--- src/rtl/key_demux_buf.sv ---
// Key-addressed demultiplexer: steers one keyed input stream into NR_CH independent FIFOs.
// Optional macro KEY_DEMUX_DEFAULT_CH_EN routes miss keys to channel NR_CH-1 instead of dropping them.
module key_demux_buf #(
  parameter int unsigned NR_CH    = 4,
  parameter int unsigned KEY_LEN  = 2,
  parameter int unsigned DATA_LEN = 8,
  parameter int unsigned DEPTH    = 2
) (
  input  logic                                    clk,
  input  logic                                    rst,
  input  logic                                    in_valid,
  output logic                                    in_ready,
  input  logic [KEY_LEN-1:0]                      in_key,
  input  logic [DATA_LEN-1:0]                     in_data,
  output logic [NR_CH-1:0]                        out_valid,
  input  logic [NR_CH-1:0]                        out_ready,
  output logic [NR_CH*DATA_LEN-1:0]               out_data,
  output logic [NR_CH*($clog2(DEPTH)+1)-1:0]      out_count
);

  localparam int unsigned PW = $clog2(DEPTH);
  localparam int unsigned CW = PW + 1;

  logic               w_hit;
  logic               w_route;
  logic [KEY_LEN-1:0] w_dst;
  logic [NR_CH-1:0]   w_full;
  logic [NR_CH-1:0]   w_push;
  logic [NR_CH-1:0]   w_pop;

  assign w_hit = (32'(in_key) < NR_CH);

  // Destination decode; w_route low means the word is accepted and discarded
  always_comb begin
    w_route = w_hit;
    w_dst   = in_key;
`ifdef KEY_DEMUX_DEFAULT_CH_EN
    if (!w_hit) begin
      w_route = 1'b1;
      w_dst   = KEY_LEN'(NR_CH - 1);
    end
`endif
  end

  // in_ready depends only on the key and registered full flags, never on out_ready
  always_comb begin
    in_ready = 1'b1;
    for (int unsigned i = 0; i < NR_CH; i++) begin
      if (w_route && (w_dst == KEY_LEN'(i))) in_ready = !w_full[i];
    end
  end

  for (genvar g = 0; g < NR_CH; g++) begin : g_ch
    logic [DATA_LEN-1:0] r_mem [DEPTH];
    logic [PW-1:0]       r_wr_ptr;
    logic [PW-1:0]       r_rd_ptr;
    logic [CW-1:0]       r_count;

    assign w_push[g]    = in_valid && in_ready && w_route && (w_dst == KEY_LEN'(g));
    assign w_full[g]    = (r_count == CW'(DEPTH));
    assign out_valid[g] = (r_count != '0);
    assign w_pop[g]     = out_valid[g] && out_ready[g];

    always_ff @(posedge clk or posedge rst) begin
      if (rst) begin
        r_wr_ptr <= '0;
        r_rd_ptr <= '0;
        r_count  <= '0;
      end else begin
        if (w_push[g]) r_wr_ptr <= r_wr_ptr + PW'(1);
        if (w_pop[g])  r_rd_ptr <= r_rd_ptr + PW'(1);
        case ({w_push[g], w_pop[g]})
          2'b10:   r_count <= r_count + CW'(1);
          2'b01:   r_count <= r_count - CW'(1);
          default: r_count <= r_count;
        endcase
      end
    end

    // Storage needs no reset: an empty channel masks its head to zero
    always_ff @(posedge clk) begin
      if (w_push[g] && !rst) r_mem[r_wr_ptr] <= in_data;
    end

    assign out_data[g*DATA_LEN +: DATA_LEN] = out_valid[g] ? r_mem[r_rd_ptr] : '0;
    assign out_count[g*CW +: CW]            = r_count;
  end

endmodule

--- config.mk ---
export PLATFORM = sky130hd
export DESIGN_NAME = key_demux_buf
export DESIGN_NICKNAME = d
export VERILOG_FILES = /design/src/rtl/key_demux_buf.sv
export SDC_FILE = /design/constraint.sdc
export NUM_CORES = 1
export LEC_CHECK = 0
export ABC_CLOCK_PERIOD_IN_PS = 2200
export CAP_MARGIN = 30
export CORE_MARGIN = 3
export CORE_UTILIZATION = 37
export DETAILED_ROUTE_END_ITERATION = 10
export SYNTH_ARGS = -nofsm -noshare
export SYNTH_HDL_FRONTEND = slang
export SYNTH_SLANG_ARGS = --single-unit
--- constraint.sdc ---
create_clock -name clk -period 2.2 [get_ports clk]
set_input_delay 0.66 -clock clk [delete_from_list [all_inputs] [get_ports clk]]
set_output_delay 0.66 -clock clk [all_outputs]
set_load 0.1 [all_outputs]
==> impl_metrics.json, run 1 <==
{
  "drtAntennaViolNets": 0,
  "rsz0062_at_grt": "true",
  "worst_pin_slew_ns": 0.316,
  "drc_errors": 0,
  "synthDistinctLibCells": 22,
  "maxCapViolCount": 0,
  "root_buffer": "clkbuf_8",
  "wl_um": 6420,
  "yosys_warnings": 0,
  "worstPathArrival_ns": 1.67,
  "status": "complete, but fails checks",
  "cts.clk_slew.worst_paths_ns": 0.07,
  "clock-skew-final_ns": 0.0115,
  "timing.hold.ws_ns": 0.497,
  "grt_max_degree": 14,
  "min_path_type": "reg2reg",
  "ios": 62,
  "htreeDepth": 3,
  "place_hpwl_um": 4640,
  "max_freq_mhz": 429,
  "fin_util": 0.630,
  "cts_tree": "yes",
  "gp_congestion": 0.733,
  "die_area_um2": 10000,
  "min_period_ns": 2.33,
  "die_y_um": 100,
  "setup_ws_ns": -0.133,
  "clkLatencyLatePin_ns": 0.33,
  "layout.nets": 344,
  "avgViaCountPerCell": 4.58,
  "path_max_fanout": 2,
  "slew_violations": 0,
  "ys_ff_latch": 80,
  "setup_viol": 1,
  "grt_pass1_vias": 2068,
  "failed_checks": "setup timing",
  "grt_overflow_total": 0,
  "cts.hold.buffers_added": 0,
  "r2r_setup_slack_ns": 0.35,
  "wl_per_cell_um": 14.8,
  "crit_path_end_kind": "primary output",
  "synth_nets": 240,
  "relSlewSlack": 0.783,
  "cts.sinks": 80,
  "core_um2": 8420,
  "hold_viol_final": 0,
  "die_x_um": 100,
  "synth_area_leader_cell": "edfxtp_1",
  "yosysTopAreaCellShare": 0.585,
  "finalCritPeriodShare": 1.06,
  "syn_inst": 219,
  "met3_wirelength_um": 255,
  "initial_core_util": 0.390,
  "ys_top_cells_by_area": "edfxtp_1 58%, dfrtp_1 12%, mux2i_1 9.7%",
  "dr.pass1.iters": 4,
  "num_vias": 1984,
  "crit_type": "in2out",
  "cts_buffer_depth": 2,
  "ys_seq_area_frac": 0.707,
  "avgSynthCellArea_um2": 15.0,
  "cts_buffers": 9,
  "areaGrowthSynthToFinish_pct": 61.6,
  "top_layer": "met4",
  "port_buffers": 61,
  "antenna_found_initial": 0,
  "cp-start-kind": "primary input",
  "layout-drive-gt1-share": 0.466,
  "placementRows": 33,
  "cp.required_ns": 1.54,
  "drt_iter0_drc": 78,
  "antenna_cells": 0,
  "wl_met1_um": 2920,
  "track_usage": 0.134,
  "dr_wl_met2_um": 3210,
  "grt_pass1_wl_um": 10300,
  "netlist_area_um2": 3290
}
-- logic make-up (layout without fill, tap and decap cells) --
logic type	count (synthesis)	after routing	share of synthesized area
flip-flops	80	80	0.707
AND/OR/NAND/NOR	67	67	0.101
multiplexers	33	33	0.104
XOR/XNOR	20	20	0.0533
buffers and inverters	15	124	0.0190
adder cells (fa/ha/maj)	4	4	0.0152
-- timing repair --
item / in CTS / in global routing
setup buffers: 0 / 9
endpoints found under the setup margin: 35 / 28
pin swaps: 5 / 14
resized for setup: 12 / 8
gates cloned: 1 / 1
-- final timing paths --
check,start,endpoint,cells past startpoint
max,in_key[1],in_ready,3
min,g_ch[3].r_wr_ptr,g_ch[3].r_wr_ptr,1
max reg2reg,g_ch[3].r_count[0],g_ch[3].r_count[1],8
min reg2reg,g_ch[3].r_wr_ptr,g_ch[3].r_wr_ptr,1
max in group asynchronous,rst,g_ch[3].r_count[0],4
min in group asynchronous,rst,g_ch[0].r_count[1],3
-- cell type report --
class / instances / area (µm²)
Inverter: 10 / 45.0
Fill cell: 637 / 3110
Timing Repair Buffer: 98 / 1440
Tap cell: 105 / 131
Multi-Input combinational cell: 124 / 1180
Sequential cell: 80 / 2340
Clock inverter: 6 / 35.0
Clock buffer: 10 / 128
-- synthesized netlist by cell type --
| library cell | number |
|---|---|
| edfxtp_1 | 64 |
| nor2_1 | 43 |
| mux2i_1 | 32 |
| dfrtp_1 | 16 |
| xnor2_1 | 11 |
| inv_1 | 10 |
| xor2_1 | 9 |
| buf_2 | 5 |
| nor2b_1 | 5 |
| ha_1 | 4 |
| nor2_2 | 4 |
| nand2b_1 | 3 |
| nand3_1 | 3 |
| nand4_1 | 2 |
| and3_1 | 1 |
| mux4_2 | 1 |
| nand4b_1 | 1 |
| nor2b_2 | 1 |
| nor2b_4 | 1 |
| nor3b_1 | 1 |
| nor4b_1 | 1 |
| nor4b_2 | 1 |
-- registers in the layout (all words and copies together) (netlist names) --
| name | cells |
|---|---|
| g_ch.r_rd_ptr | 4 |
| g_ch.r_mem | 64 |
| g_ch.r_wr_ptr | 4 |
| g_ch.r_count | 8 |
-- per-stage QoR --
stage               setup slack [ns]  TNS [ns]  cells  instance area [µm²]
CTS                           -0.152    -0.276    423                 5210
global placement              -0.374     -3.10    406                 4980
global route                  -0.192     -1.03    433                 5310
finish                        -0.133    -0.133    433                 5310
floorplan                     -0.107    -0.440    219                 3570
detailed placement            -0.378     -4.45    406                 4980
-- placed cells by master (no fill, tap or decap), drive strengths merged, types with 4 or more instances in the layout --
master and instances:
buf 80, edfxtp 64, nor2 47, mux2i 32
dfrtp 16, clkdlybuf4s50 15, clkbuf 12, xnor2 11
inv 11, xor2 9, nor2b 7, clkinv 5
ha 4
-- layer usage --
metal	GRT usage	vias up
met1	0.177	965
met2	0.210	33
met4	0.0466	0
met5	0	-
li1	-	984
met3	0.0424	2
-- worst max-delay path: stages --
cell and delay, ns:
clkdlybuf4s50_1 0.48, mux4_2 0.34, buf_12 0.19
Power of run 1 is left out: the tool's default activity adds up to more than one toggle a clock period on the data nets, which glitch-free logic cannot reach.
==> inputs of run 2 (changes only) <==
--- a/config.mk
+++ b/config.mk
@@ -5,8 +5,9 @@
 export SDC_FILE = /design/constraint.sdc
 export NUM_CORES = 1
 export LEC_CHECK = 0
+export ABC_AREA = 1
 export ABC_CLOCK_PERIOD_IN_PS = 2200
-export CAP_MARGIN = 30
+export CAP_MARGIN = 0
 export CORE_MARGIN = 3
 export CORE_UTILIZATION = 37
 export DETAILED_ROUTE_END_ITERATION = 10
==> impl_metrics.json, run 2 <==
{
  "areaGrowthSynthToFinish_pct": 65.9,
  "ys_seq_area_frac": 0.710,
  "num_vias": 2340,
  "relSlewSlack": 0.779,
  "dominantRegCellSynth": "edfxtp_1",
  "worstPathArrival_ns": 1.52,
  "synthDistinctLibCells": 16,
  "synth_most_common_cell": "nand2_1",
  "status": "finished, final reports clean",
  "clkLatencyLatePin_ns": 0.33,
  "cts.clk_slew.worst_paths_ns": 0.08,
  "cp-start-kind": "flip-flop",
  "yosysTopAreaCellShare": 0.588,
  "fill_cells": 660,
  "yosys_warnings": 0,
  "netlist_top_cells_count": "80 x nand2_1, 64 x edfxtp_1, 36 x a21oi_1, 24 x inv_1, 19 x nor2_1",
  "grt_overflow_total": 0,
  "syn_inst": 281,
  "avgViaCountPerCell": 4.70,
  "clock-skew-final_ns": 0.0112,
  "layout-drive-gt1-share": 0.415,
  "min_period_ns": 2.18,
  "initial_core_util": 0.390,
  "drc_errors": 0,
  "synth_area_leader_cell": "edfxtp_1",
  "layout.cells.non_filler": 498,
  "synth_edf_count": 64,
  "gp_congestion": 0.799,
  "drt_iter0_drc": 65,
  "finalCritPeriodShare": 0.991,
  "cts_tree": "yes",
  "core_um2": 8380,
  "layout.nets": 409,
  "postPlaceCellArea_um2": 5150,
  "avgSynthCellArea_um2": 11.6,
  "multi_input_area_um2": 1240,
  "ios": 62,
  "die_area_um2": 10000,
  "placementRows": 33,
  "maxCapViolCount": 0,
  "antenna_cells": 0,
  "dr.pass1.iters": 4,
  "fin_util": 0.647,
  "largest_register": "g_ch.r_mem",
  "synth_nets": 302,
  "hold_viol_final": 0,
  "htreeDepth": 3,
  "cp.required_ns": 1.54,
  "final_common_cell": "nand2_1",
  "ys_top_cells_by_area": "edfxtp_1 59%, dfrtp_1 12%, nand2_1 9.2%",
  "grt_pass1_vias": 2415,
  "timing.hold.ws_ns": 0.501,
  "slew_violations": 0,
  "die_y_um": 100,
  "synthArstFlopShare": 0.200,
  "cts.sinks": 80,
  "final_cell_mix": "80 x nand2_1, 64 x edfxtp_1, 46 x buf_12",
  "crit_type": "reg2out",
  "track_usage": 0.148,
  "regArea_um2": 2350,
  "min_path_type": "reg2reg",
  "rsz0062_at_grt": "true",
  "setup_viol": 0,
  "wl_um": 7080,
  "top_regs": "g_ch.r_mem x64, g_ch.r_count x8",
  "largest_reg_flops": 64,
  "cts_buffers": 9,
  "grt_max_degree": 15,
  "place_inst": 480,
  "crit_path_end_kind": "primary output",
  "ys_ff_latch": 80,
  "grt_pass1_wl_um": 11700,
  "path_max_fanout": 3,
  "place_hpwl_um": 5530,
  "max_freq_mhz": 459,
  "port_buffers": 61,
  "drtAntennaViolNets": 0,
  "root_buffer": "clkbuf_8",
  "cts_buffer_depth": 2,
  "fin_area_um2": 5420,
  "netlist_area_um2": 3270,
  "worst_pin_slew_ns": 0.332,
  "die_x_um": 100,
  "wl_per_cell_um": 14.2,
  "antenna_found_initial": 0
}
[run 2: cell count changes after synthesis, sizes merged, moves of 2 or more]
cell,previous run,this run
nor2,47,23
nor2b,7,0
nand2b,3,0
nand2,0,80
o21ai,0,4
nand3,3,5
inv,10,24
mux2i,32,0
clkbuf,0,4
xnor2,11,4
nand4,2,6
nor4b,2,0
a21oi,0,36
buf,5,2
[run 2: logic make-up after synthesis]
| kind of cell | Yosys count | synth area share |
|---|---|---|
| and+or+nand+nor | 115 | 0.142 |
| adders and majority gates | 4 | 0.0153 |
| xor gates and xnor gates | 12 | 0.0321 |
| DFF | 80 | 0.710 |
| buffers and inverters | 30 | 0.0390 |
| AOI/OAI and AO/OA | 40 | 0.0612 |
[run 2: layout make-up]
| class | instances | area share |
|---|---|---|
| timing repair buffer | 102 | 0.257 |
| clock buffer | 10 | 0.0235 |
| multi-input combinational | 171 | 0.229 |
| tap | 105 | 0.0242 |
| inverter | 24 | 0.0166 |
| sequential | 80 | 0.433 |
| clock inverter | 6 | 0.0168 |
[run 2: critical path: stages (launching register included)]
cell	delay, ns
dfrtp_4	0.52
inv_2	0.08
nor2_1	0.05
nand2_1	0.09
nand3_2	0.07
nor2_2	0.11
buf_6	0.12
buf_12	0.16
[run 2: worst paths after layout]
check / from / to / slack (ns) / depth (start not counted)
setup / recovery: g_ch[2].r_count[1] / in_ready / 0.02 / 7
hold / removal: g_ch[1].r_wr_ptr / g_ch[1].r_wr_ptr / 0.50 / 2
setup reg to reg: g_ch[2].r_count[1] / g_ch[2].r_count[1] / 0.15 / 12
hold reg to reg: g_ch[1].r_wr_ptr / g_ch[1].r_wr_ptr / 0.50 / 2
max in group asynchronous: rst / g_ch[1].r_count[1] / 1.13 / 3
min in group asynchronous: rst / g_ch[3].r_wr_ptr / 0.63 / 2
[run 2: per-stage QoR]
stage | setup slack, ns | TNS [ns]
3_5_place_dp | -0.422 | -18.75
2_1_floorplan | -0.0697 | -0.247
6_report | 0.0206 | 0
5_1_grt | -0.0921 | -0.115
3_3_place_gp | -0.321 | -15.01
4_1_cts | -0.0359 | -0.0359
[run 2: metal layers]
metal	part of all wire	track usage	up-vias
met3	0.040	0.0229	5
met4	0.0085	0.0497	0
met1	0.43	0.190	1123
met2	0.52	0.257	47
li1	-	-	1165
met5	0	0	-
[run 2: repair_timing]
action | in CTS | in global routing
setup buffers | 1 | 1
setup endpoints to repair | 23 | 22
gates resized for setup | 13 | 6
cloned | 0 | 0
hold buffers | 0 | 0
pin swaps | 1 | 1
Power of run 2 is left out for the same reason.
